`src/rtl/fifo_frame_packer.sv`:
```
// fifo_frame_packer
//   Drains the upstream sample FIFO (sole reader) and emits byte-oriented
//   frames on a valid/ready stream:
//     SYNC0 SYNC1 SEQ LEN payload[LEN*BPW bytes, MSB first] CSUM
//   CSUM is the XOR of SEQ, LEN and every payload byte.
//
// Ports
//   clk, rst          clock; asynchronous active-high reset
//   enable            allows new frames to start (checked only in IDLE)
//   flush             one-cycle request to send a short frame from residual words
//   fifo_rd_en        one-cycle read strobe per word
//   fifo_rd_data      read data, valid the cycle after fifo_rd_en
//   fifo_empty        FIFO empty flag
//   fifo_count        FIFO occupancy
//   tx_data/tx_valid  output byte stream, transfer on tx_valid && tx_ready
//   tx_ready          downstream accept
//   busy              high whenever the packer is not IDLE
//   frame_done        one-cycle pulse after the checksum byte is accepted
//   seq_num           sequence number of the next frame to be sent
module fifo_frame_packer #(
    parameter int unsigned DATA_WIDTH      = 32,
    parameter int unsigned WORDS_PER_FRAME = 8,
    parameter int unsigned CNT_WIDTH       = 11,
    parameter logic [7:0]  SYNC0           = 8'hA5,
    parameter logic [7:0]  SYNC1           = 8'h5A
) (
    input  logic                  clk,
    input  logic                  rst,
    input  logic                  enable,
    input  logic                  flush,
    output logic                  fifo_rd_en,
    input  logic [DATA_WIDTH-1:0] fifo_rd_data,
    input  logic                  fifo_empty,
    input  logic [CNT_WIDTH-1:0]  fifo_count,
    output logic [7:0]            tx_data,
    output logic                  tx_valid,
    input  logic                  tx_ready,
    output logic                  busy,
    output logic                  frame_done,
    output logic [7:0]            seq_num
);

    localparam int unsigned BPW    = DATA_WIDTH / 8;
    localparam int unsigned BIDX_W = (BPW > 1) ? $clog2(BPW) : 1;

    localparam logic [BIDX_W-1:0]    LAST_BYTE = BIDX_W'(BPW - 1);
    localparam logic [CNT_WIDTH-1:0] CNT_WPF   = CNT_WIDTH'(WORDS_PER_FRAME);
    localparam logic [7:0]           LEN_WPF   = 8'(WORDS_PER_FRAME);

    typedef enum logic [3:0] {
        S_IDLE,
        S_HDR0,
        S_HDR1,
        S_SEQ,
        S_LEN,
        S_FETCH,
        S_LATCH,
        S_PAYLOAD,
        S_CSUM
    } state_t;

    // Registers
    state_t                r_state;
    logic [7:0]            r_len;
    logic [7:0]            r_words_sent;
    logic [BIDX_W-1:0]     r_byte_idx;
    logic [DATA_WIDTH-1:0] r_word;
    logic [7:0]            r_csum;
    logic [7:0]            r_seq;
    logic                  r_flush_pending;
    logic                  r_tx_valid;
    logic [7:0]            r_tx_data;
    logic                  r_fifo_rd_en;
    logic                  r_busy;
    logic                  r_frame_done;

    // Next-state values
    state_t                w_state_nxt;
    logic [7:0]            w_len_nxt;
    logic [7:0]            w_words_sent_nxt;
    logic [BIDX_W-1:0]     w_byte_idx_nxt;
    logic [DATA_WIDTH-1:0] w_word_nxt;
    logic [7:0]            w_csum_nxt;
    logic [7:0]            w_seq_nxt;
    logic                  w_flush_pending_nxt;
    logic                  w_tx_valid_nxt;
    logic [7:0]            w_tx_data_nxt;
    logic                  w_fifo_rd_en_nxt;
    logic                  w_busy_nxt;
    logic                  w_frame_done_nxt;
    logic [31:0]           w_shift;

    // Handshake and start decode
    logic w_xfer;
    logic w_start_norm;
    logic w_start_flush;
    logic w_start;
    logic w_last_byte;
    logic w_more_words;

    assign w_xfer        = r_tx_valid && tx_ready;
    assign w_start_norm  = enable && (fifo_count >= CNT_WPF);
    assign w_start_flush = enable && r_flush_pending && (fifo_count != '0);
    assign w_start       = w_start_norm || w_start_flush;
    assign w_last_byte   = (r_byte_idx == LAST_BYTE);
    assign w_more_words  = (r_words_sent < r_len);

    // State register
    always_ff @(posedge clk or posedge rst) begin
        if (rst) begin
            r_state <= S_IDLE;
        end else begin
            r_state <= w_state_nxt;
        end
    end

    // Next-state logic
    always_comb begin
        w_state_nxt = r_state;
        case (r_state)
            S_IDLE:    if (w_start) w_state_nxt = S_HDR0;
            S_HDR0:    if (w_xfer)  w_state_nxt = S_HDR1;
            S_HDR1:    if (w_xfer)  w_state_nxt = S_SEQ;
            S_SEQ:     if (w_xfer)  w_state_nxt = S_LEN;
            S_LEN:     if (w_xfer)  w_state_nxt = S_FETCH;
            // Leave FETCH only once the read strobe has actually been issued
            S_FETCH:   if (r_fifo_rd_en) w_state_nxt = S_LATCH;
            S_LATCH:   w_state_nxt = S_PAYLOAD;
            S_PAYLOAD: begin
                if (w_xfer && w_last_byte) begin
                    w_state_nxt = w_more_words ? S_FETCH : S_CSUM;
                end
            end
            S_CSUM:    if (w_xfer)  w_state_nxt = S_IDLE;
            default:   w_state_nxt = S_IDLE;
        endcase
    end

    // Datapath and output next values; outputs are computed from the next
    // state so that every output leaves a flop.
    always_comb begin
        w_len_nxt           = r_len;
        w_words_sent_nxt    = r_words_sent;
        w_byte_idx_nxt      = r_byte_idx;
        w_word_nxt          = r_word;
        w_csum_nxt          = r_csum;
        w_seq_nxt           = r_seq;
        w_flush_pending_nxt = r_flush_pending;
        w_frame_done_nxt    = 1'b0;
        w_tx_data_nxt       = 8'h00;
        w_shift             = 32'd0;

        case (r_state)
            S_IDLE: begin
                if (w_start) begin
                    // Flush length is below WORDS_PER_FRAME, so it fits in 8 bits
                    w_len_nxt           = w_start_norm ? LEN_WPF : 8'(fifo_count);
                    w_words_sent_nxt    = 8'd0;
                    w_byte_idx_nxt      = '0;
                    w_csum_nxt          = 8'h00;
                    w_flush_pending_nxt = 1'b0;
                end else if (fifo_count == '0) begin
                    w_flush_pending_nxt = 1'b0;
                end
            end
            S_SEQ, S_LEN: begin
                if (w_xfer) w_csum_nxt = r_csum ^ r_tx_data;
            end
            S_FETCH: begin
                if (r_fifo_rd_en) w_words_sent_nxt = r_words_sent + 8'd1;
            end
            S_LATCH: begin
                w_word_nxt = fifo_rd_data;
            end
            S_PAYLOAD: begin
                if (w_xfer) begin
                    w_csum_nxt     = r_csum ^ r_tx_data;
                    w_byte_idx_nxt = w_last_byte ? '0 : r_byte_idx + BIDX_W'(1);
                end
            end
            S_CSUM: begin
                if (w_xfer) begin
                    w_frame_done_nxt = 1'b1;
                    w_seq_nxt        = r_seq + 8'd1;
                end
            end
            default: ;
        endcase

        // A flush request is always recorded, even in the cycle a frame starts
        if (flush) w_flush_pending_nxt = 1'b1;

        // MSB-first byte select of the (possibly just latched) word
        w_shift = 32'(LAST_BYTE - w_byte_idx_nxt) << 3;

        case (w_state_nxt)
            S_HDR0:    w_tx_data_nxt = SYNC0;
            S_HDR1:    w_tx_data_nxt = SYNC1;
            S_SEQ:     w_tx_data_nxt = w_seq_nxt;
            S_LEN:     w_tx_data_nxt = w_len_nxt;
            S_PAYLOAD: w_tx_data_nxt = 8'(w_word_nxt >> w_shift);
            S_CSUM:    w_tx_data_nxt = w_csum_nxt;
            default:   w_tx_data_nxt = 8'h00;
        endcase

        w_tx_valid_nxt = (w_state_nxt == S_HDR0) || (w_state_nxt == S_HDR1) ||
                         (w_state_nxt == S_SEQ)  || (w_state_nxt == S_LEN)  ||
                         (w_state_nxt == S_PAYLOAD) || (w_state_nxt == S_CSUM);

        // Registered strobe: only issued when the FIFO reports data
        w_fifo_rd_en_nxt = (w_state_nxt == S_FETCH) && !fifo_empty && !r_fifo_rd_en;

        w_busy_nxt = (w_state_nxt != S_IDLE);
    end

    // Datapath and output registers
    always_ff @(posedge clk or posedge rst) begin
        if (rst) begin
            r_len           <= 8'd0;
            r_words_sent    <= 8'd0;
            r_byte_idx      <= '0;
            r_word          <= '0;
            r_csum          <= 8'h00;
            r_seq           <= 8'h00;
            r_flush_pending <= 1'b0;
            r_tx_valid      <= 1'b0;
            r_tx_data       <= 8'h00;
            r_fifo_rd_en    <= 1'b0;
            r_busy          <= 1'b0;
            r_frame_done    <= 1'b0;
        end else begin
            r_len           <= w_len_nxt;
            r_words_sent    <= w_words_sent_nxt;
            r_byte_idx      <= w_byte_idx_nxt;
            r_word          <= w_word_nxt;
            r_csum          <= w_csum_nxt;
            r_seq           <= w_seq_nxt;
            r_flush_pending <= w_flush_pending_nxt;
            r_tx_valid      <= w_tx_valid_nxt;
            r_tx_data       <= w_tx_data_nxt;
            r_fifo_rd_en    <= w_fifo_rd_en_nxt;
            r_busy          <= w_busy_nxt;
            r_frame_done    <= w_frame_done_nxt;
        end
    end

    assign fifo_rd_en = r_fifo_rd_en;
    assign tx_data    = r_tx_data;
    assign tx_valid   = r_tx_valid;
    assign busy       = r_busy;
    assign frame_done = r_frame_done;
    assign seq_num    = r_seq;

endmodule

```
`config.mk`:
```
export PLATFORM = sky130hd
export DESIGN_NAME = fifo_frame_packer
export DESIGN_NICKNAME = d
export VERILOG_FILES = /design/src/rtl/fifo_frame_packer.sv
export SDC_FILE = /design/constraint.sdc
export NUM_CORES = 1
export LEC_CHECK = 0
export CORE_MARGIN = 10
export CORE_UTILIZATION = 58
export CTS_CLUSTER_DIAMETER = 40
export DETAILED_ROUTE_END_ITERATION = 8
export PLACE_DENSITY = 0.87
export SETUP_SLACK_MARGIN = 0.5
export SYNTH_ARGS = -nofsm -noshare
export SYNTH_HDL_FRONTEND = slang
export SYNTH_SLANG_ARGS = --single-unit
export TNS_END_PERCENT = 1
```
`constraint.sdc`:
```
create_clock -name clk -period 5.75 [get_ports clk]
set_clock_uncertainty 0.15 [all_clocks]
set_input_delay 1.15 -clock clk [delete_from_list [all_inputs] [get_ports clk]]
set_output_delay 1.15 -clock clk [all_outputs]
set_load 0.05 [all_outputs]
```
==> results.cfg, run 1 <==
[power]
power_mw = 2.690
p_leak_nw = 2.143
powerDensity_mw_per_mm2 = 518.0
max-vdd-ir-drop_mv = 0.3076

[route]
drt_wl_total_um = 10430
post_drt_wl_per_cell_um = 18.97
routed_via_density = 6.156
antenna_left = 0
drt_pass1_iterations = 5
drt_iter0_drc = 298
vias = 3386
route.detailed.drc = 0

[global_route]
grt.overflow.total = 0
grt_busiest_layer = met2
grt_pass1_vias = 3385
gr-usage-met3_pct = 3.200
grt_pass1_wl_um = 17260
grt_max_degree = 52
antenna_found_initial = 0
met1_usage_pct = 23.40
grtUsageTotal_pct = 18.69
globalRouteMet2Util_pct = 31.76

[clock_network]
root_buffer = clkbuf_8
cts_max_path_buffers = 2
tritoncts = yes
cts_made_buffers = 9
clk_pin_slew_ns = 0.09
post-cts-setup-buffers = 0
cts_htree_levels = 3
clock-sinks = 83
post_cts_resized = 0
clk_latency_ns = 0.35
hold_buffers = 0

[sta]
tightestPinTransition_ns = 1.240
rsz0062_at_grt = false
setup-tns-final_ns = 0
drv_slew = 0
hold_violations = 0
finalSetupViolCount = 0
slew-limit-headroom_pct = 17.22
fin_crit_sh_pct = 69.83
fmax_mhz = 249.0
min_period_ns = 4.015

[place]
portBuffers = 68
dpl.hpwl_um = 7871
placed_cell_area_mm2 = 0.005026
gp_congestion = 0.9315

[floorplanning]
start_util_pct = 59.52
die_h_um = 106.0
die_w_um = 106.0
io_pins = 69
coreArea_mm2 = 0.007214
num_rows = 31
die-area_mm2 = 0.01125

[yosys]
ys.flop_type = dfrtp_1
synth_edf_count = 0
yosysMostFrequentCell = dfrtp_1
synth_seq_cells = 83
syn_nets = 448
ys_seq_area_share_pct = 48.37
synth_cell_types = 59
yosys.area.top_type = dfrtp_1
synth_common_cells = 83 x dfrtp_1, 33 x mux2_2, 28 x nor2_1
avgSynthCellArea_um2 = 11.04
yosys-top-cells-area = dfrtp_1 48%, mux2_2 8.7%, o211ai_1 4.7%, xor2_1 3.9%, nand4b_1 3.3%
syn-cell-area_mm2 = 0.004294
syn_inst = 389
ys.warnings.count = 0
yosys.area.top_type_share_pct = 48.37
async_flop_share_pct = 100.0

[outcome]
status = finished, final reports clean

[job]
drv_cap = 0

[cells_and_area]
diodes = 0
fillers = 523
final_area_mm2 = 0.005192
syn_to_final_growth_pct = 20.92
final_layout_size_suffix_gt1_share_pct = 15.08
nNetsFinal = 506

[worst_setup_path]
cp_max_fo = 17
critPathRequiredTime_ns = 5.90
critPathKind = primary input to register
crit_path_start_kind = primary input
r2r_cells = 6
cp-end-kind = register
arrival_ns = 4.16

[hold_path]
holdCritPathClass = register to register
holdPathStages = 1
## cells by family after synthesis
logic type,Yosys count,synth area share (%)
AO/OA/AOI/OAI,84,15.01
XOR/XNOR,22,4.487
adder cells (fa/ha/maj),10,2.914
buffers and inverters,36,3.642
flip-flops,83,48.37
multiplexers,33,8.654
AND/OR/NAND/NOR,121,16.93
## stage by stage
step           std cells  setup slack, ns  util, %  hold slack (ns)
6_report             550            1.735    71.97           0.3506
2_1_floorplan        389            2.313        -           0.2995
5_1_grt              550            1.548    71.97           0.3622
3_5_place_dp         535            1.393    69.67           0.3337
4_1_cts              550            1.771    71.97           0.3542
3_3_place_gp         535            1.543    69.67           0.3262
## registers in the layout, indices dropped and copies added, names as in the netlist
| signal | count |
|---|---|
| frame_done | 1 |
| r_state | 4 |
| r_words_sent | 8 |
| tx_valid | 1 |
| fifo_rd_en | 1 |
| r_byte_idx | 2 |
| tx_data | 8 |
| busy | 1 |
| r_len | 8 |
| seq_num | 8 |
| r_csum | 8 |
| r_word | 32 |
| r_flush_pending | 1 |
## layout by cell type, fill, tap and decap left out, types with 3 or more instances in the layout
master	n
nand2b_1	7
nand3_1	12
a21o_1	5
nor4_1	3
clkdlybuf4s50_1	68
nor2_1	28
inv_1	9
clkbuf_8	9
nand4_1	8
nand2_1	16
a211o_1	5
or3_1	3
xnor2_1	3
nor3_1	5
ha_1	10
nor4b_1	3
o2bb2ai_1	3
o211ai_1	27
dfrtp_1	83
buf_4	3
clkinv_2	3
nand4b_1	16
mux2_2	33
and2_1	3
a21oi_1	13
and3_1	4
xor2_1	19
o21ai_0	6
## worst max-delay path: stages
cell,delay [ns]
clkdlybuf4s50_1,0.43
or4_4,0.58
o311ai_4,0.65
buf_4,0.29
and3_1,0.54
o211ai_1,0.19
a21oi_1,0.21
a211o_1,0.13
## metal layers
metal / part of all wire [%] / wire length, um
met2: 51 / 5294
met5: 0 / 0
met4: 2.2 / 234
met3: 6.1 / 640
met1: 41 / 4263
## path summary, 6_finish.rpt
check | slack, ns | end | from
worst max-delay path | 1.73 | tx_data[0] | fifo_count[3]
worst min-delay path | 0.35 | r_word[2] | r_word[2]
worst max register to register | 2.23 | tx_data[5] | r_state[1]
worst min register to register | 0.35 | r_word[2] | r_word[2]
max in group asynchronous | 3.42 | r_len[2] | rst
min in group asynchronous | 0.99 | r_word[28] | rst
## area by class of cell
type	instances	area (um2)	area share, %
flip-flops and latches	83	2077	40.00
multi-input cells	270	2076	39.98
repair buffers	71	703.2	13.54
clock buffers	9	123.9	2.386
well taps	99	123.9	2.386
inverters	12	46.29	0.8916
clock inverters	6	42.54	0.8193
## report_power, final
part / switching (mW) / total, mW / internal (mW)
combinational: 0.746 / 1.32 / 0.575
clock: 0.214 / 0.369 / 0.155
sequential: 0.173 / 1.00 / 0.827
total: 1.13 / 2.69 / 1.56
Note: power is estimated with default switching activity, not from simulation.
==> run 2: changes to the inputs <==
Settings changed: CORE_UTILIZATION 58 to 49, PLACE_DENSITY 0.87 to 0.78.
Clock period 5.75 ns to 3.48 ns, I/O delays scaled along.
==> results.cfg, run 2 (synthesis gave the netlist of run 1 again) <==
[outcome]
status = finished, final reports clean

[route]
dr_wl_met3_um = 539
drt_pass1_iterations = 4
top_layer = met4
route.detailed.drc = 0
routed_via_density = 5.948
drt_iter0_drc = 193
post_drt_wl_per_cell_um = 19.14
wl_met2_um = 5410
antenna_left = 0
drt_wl_total_um = 10950
met1_length_um = 4750
vias = 3402

[cells_and_area]
diodes = 0
syn_to_final_growth_pct = 26.78
layout.cells.non_filler = 572
nNetsFinal = 518
final_layout_size_suffix_gt1_share_pct = 18.32
fillers = 684
largest_reg_flops = 32
layout_common_cells = 82 x dfrtp_1, 68 x clkdlybuf4s50_1, 33 x mux2_2
top_register = r_word
final_common_cell = dfrtp_1

[worst_setup_path]
critical_path.top_delay_family = compound AO/OA/AOI/OAI gates
r2r_cells = 7
cp-end-kind = register
critPathRequiredTime_ns = 3.57
max_stage_delay_ns = 0.58
crit_chain = clkdlybuf4s50_1 -> or4_4 -> o311ai_4 -> buf_6 -> buf_6 -> nand4b_1 -> o211ai_1 -> a21oi_1 -> a211o_1
critPathBufInv = 3
crit_path_start_kind = primary input
critPathKind = primary input to register
crit_top_cell = buf_6
arrival_ns = 3.01
cp.depth = 9
cp_slowest_cell = or4_4
cp_max_fo = 16

[power]
max-vdd-ir-drop_mv = 0.3545
powerDensity_mw_per_mm2 = 898.4
p_leak_nw = 2.261

[floorplanning]
start_util_pct = 49.72
die_w_um = 113.6
coreArea_mm2 = 0.008636
io_pins = 69
num_rows = 34
die-area_mm2 = 0.01291
die_h_um = 113.6

[place]
gp_congestion = 0.9087
numPlacedInstances = 555
dpl.hpwl_um = 8112
portBuffers = 68

[clock_network]
tritoncts = yes
cts_max_path_buffers = 2
clock-sinks = 83
cts_made_buffers = 9
cts_htree_levels = 3
clk_pin_slew_ns = 0.09
root_buffer = clkbuf_8
clk_latency_ns = 0.36

[job]
drv_cap = 0

[sta]
fmax_mhz = 342.7
drv_slew = 0
slew-limit-headroom_pct = 45.51
tightestPinTransition_ns = 0.8104
rsz0062_at_grt = false
finalSetupViolCount = 0
fin_crit_sh_pct = 83.85
setup-tns-final_ns = 0
min_period_ns = 2.918
hold_violations = 0

[global_route]
grtUsageTotal_pct = 16.89
antenna_found_initial = 0
grt_max_degree = 50
grt_pass1_wl_um = 17780
grt.overflow.total = 0
grt_pass1_vias = 3504

[hold_path]
holdPathStages = 1
holdCritPathClass = register to register
## run 2: cell count changes in the layout (fill, tap and decap cells not counted), moves of 2 or more
| cell | before | now |
|---|---|---|
| a21oi_1 | 13 | 11 |
| inv_8 | 0 | 2 |
| buf_6 | 0 | 3 |
| a21oi_2 | 0 | 2 |
| buf_4 | 3 | 11 |
| clkinv_2 | 3 | 0 |
| bufinv_16 | 0 | 3 |
## run 2: timing repair
action / CTS / global route
endpoints found under the setup margin: 3 / 7
setup buffers: 1 / 0
gates resized for setup: 1 / 11
cloned: 0 / 0
hold buffers: 0 / 0
pin swaps: 1 / 0
## run 2: per-layer routing
layer  up-vias  global-route usage [%]
met3        21                   4.042
met2        96                   27.15
met5         -                       0
li1       1588                       -
met1      1697                   21.45
met4         0                   6.599
## run 2: area by class of cell
cell class | instances | area, um2 | area share (%)
well taps | 108 | 135.1 | 2.482
clock buffers | 9 | 123.9 | 2.275
clock inverters | 7 | 130.1 | 2.390
flip-flops and latches | 83 | 2078 | 38.18
repair buffers | 83 | 817.0 | 15.01
multi-input cells | 270 | 2111 | 38.77
inverters | 12 | 48.80 | 0.8963
## run 2: final timing paths
| kind | startpoint | to | slack, ns |
|---|---|---|---|
| max | fifo_count[3] | tx_data[4] | 0.56 |
| min | r_word[15] | r_word[15] | 0.35 |
| max reg2reg | r_state[1] | tx_data[5] | 0.71 |
| min reg2reg | r_word[15] | r_word[15] | 0.35 |
| max in group asynchronous | rst | r_word[16] | 2.11 |
| min in group asynchronous | rst | r_word[8] | 0.51 |
## run 2: report_power, final
group	switching [mW]	internal [mW]
Combinational	1.32	1.04
Sequential	0.272	1.37
Clock	0.393	0.492
## run 2: per-stage QoR
step | setup WS, ns | util [%] | area [um2] | hold slack (ns) | power [mW]
finish | 0.5621 | 63.04 | 5444 | 0.3478 | 4.891
global route | 0.5029 | 63.04 | 5444 | 0.3619 | 5.197
CTS | 0.5115 | 62.59 | 5405 | 0.3535 | 4.836
detailed placement | 0.1182 | 59.46 | 5135 | 0.3306 | 3.923
global placement | 0.1232 | 59.46 | 5135 | 0.3250 | 3.836
floorplan | 0.7747 | - | 4298 | 0.2995 | 3.247
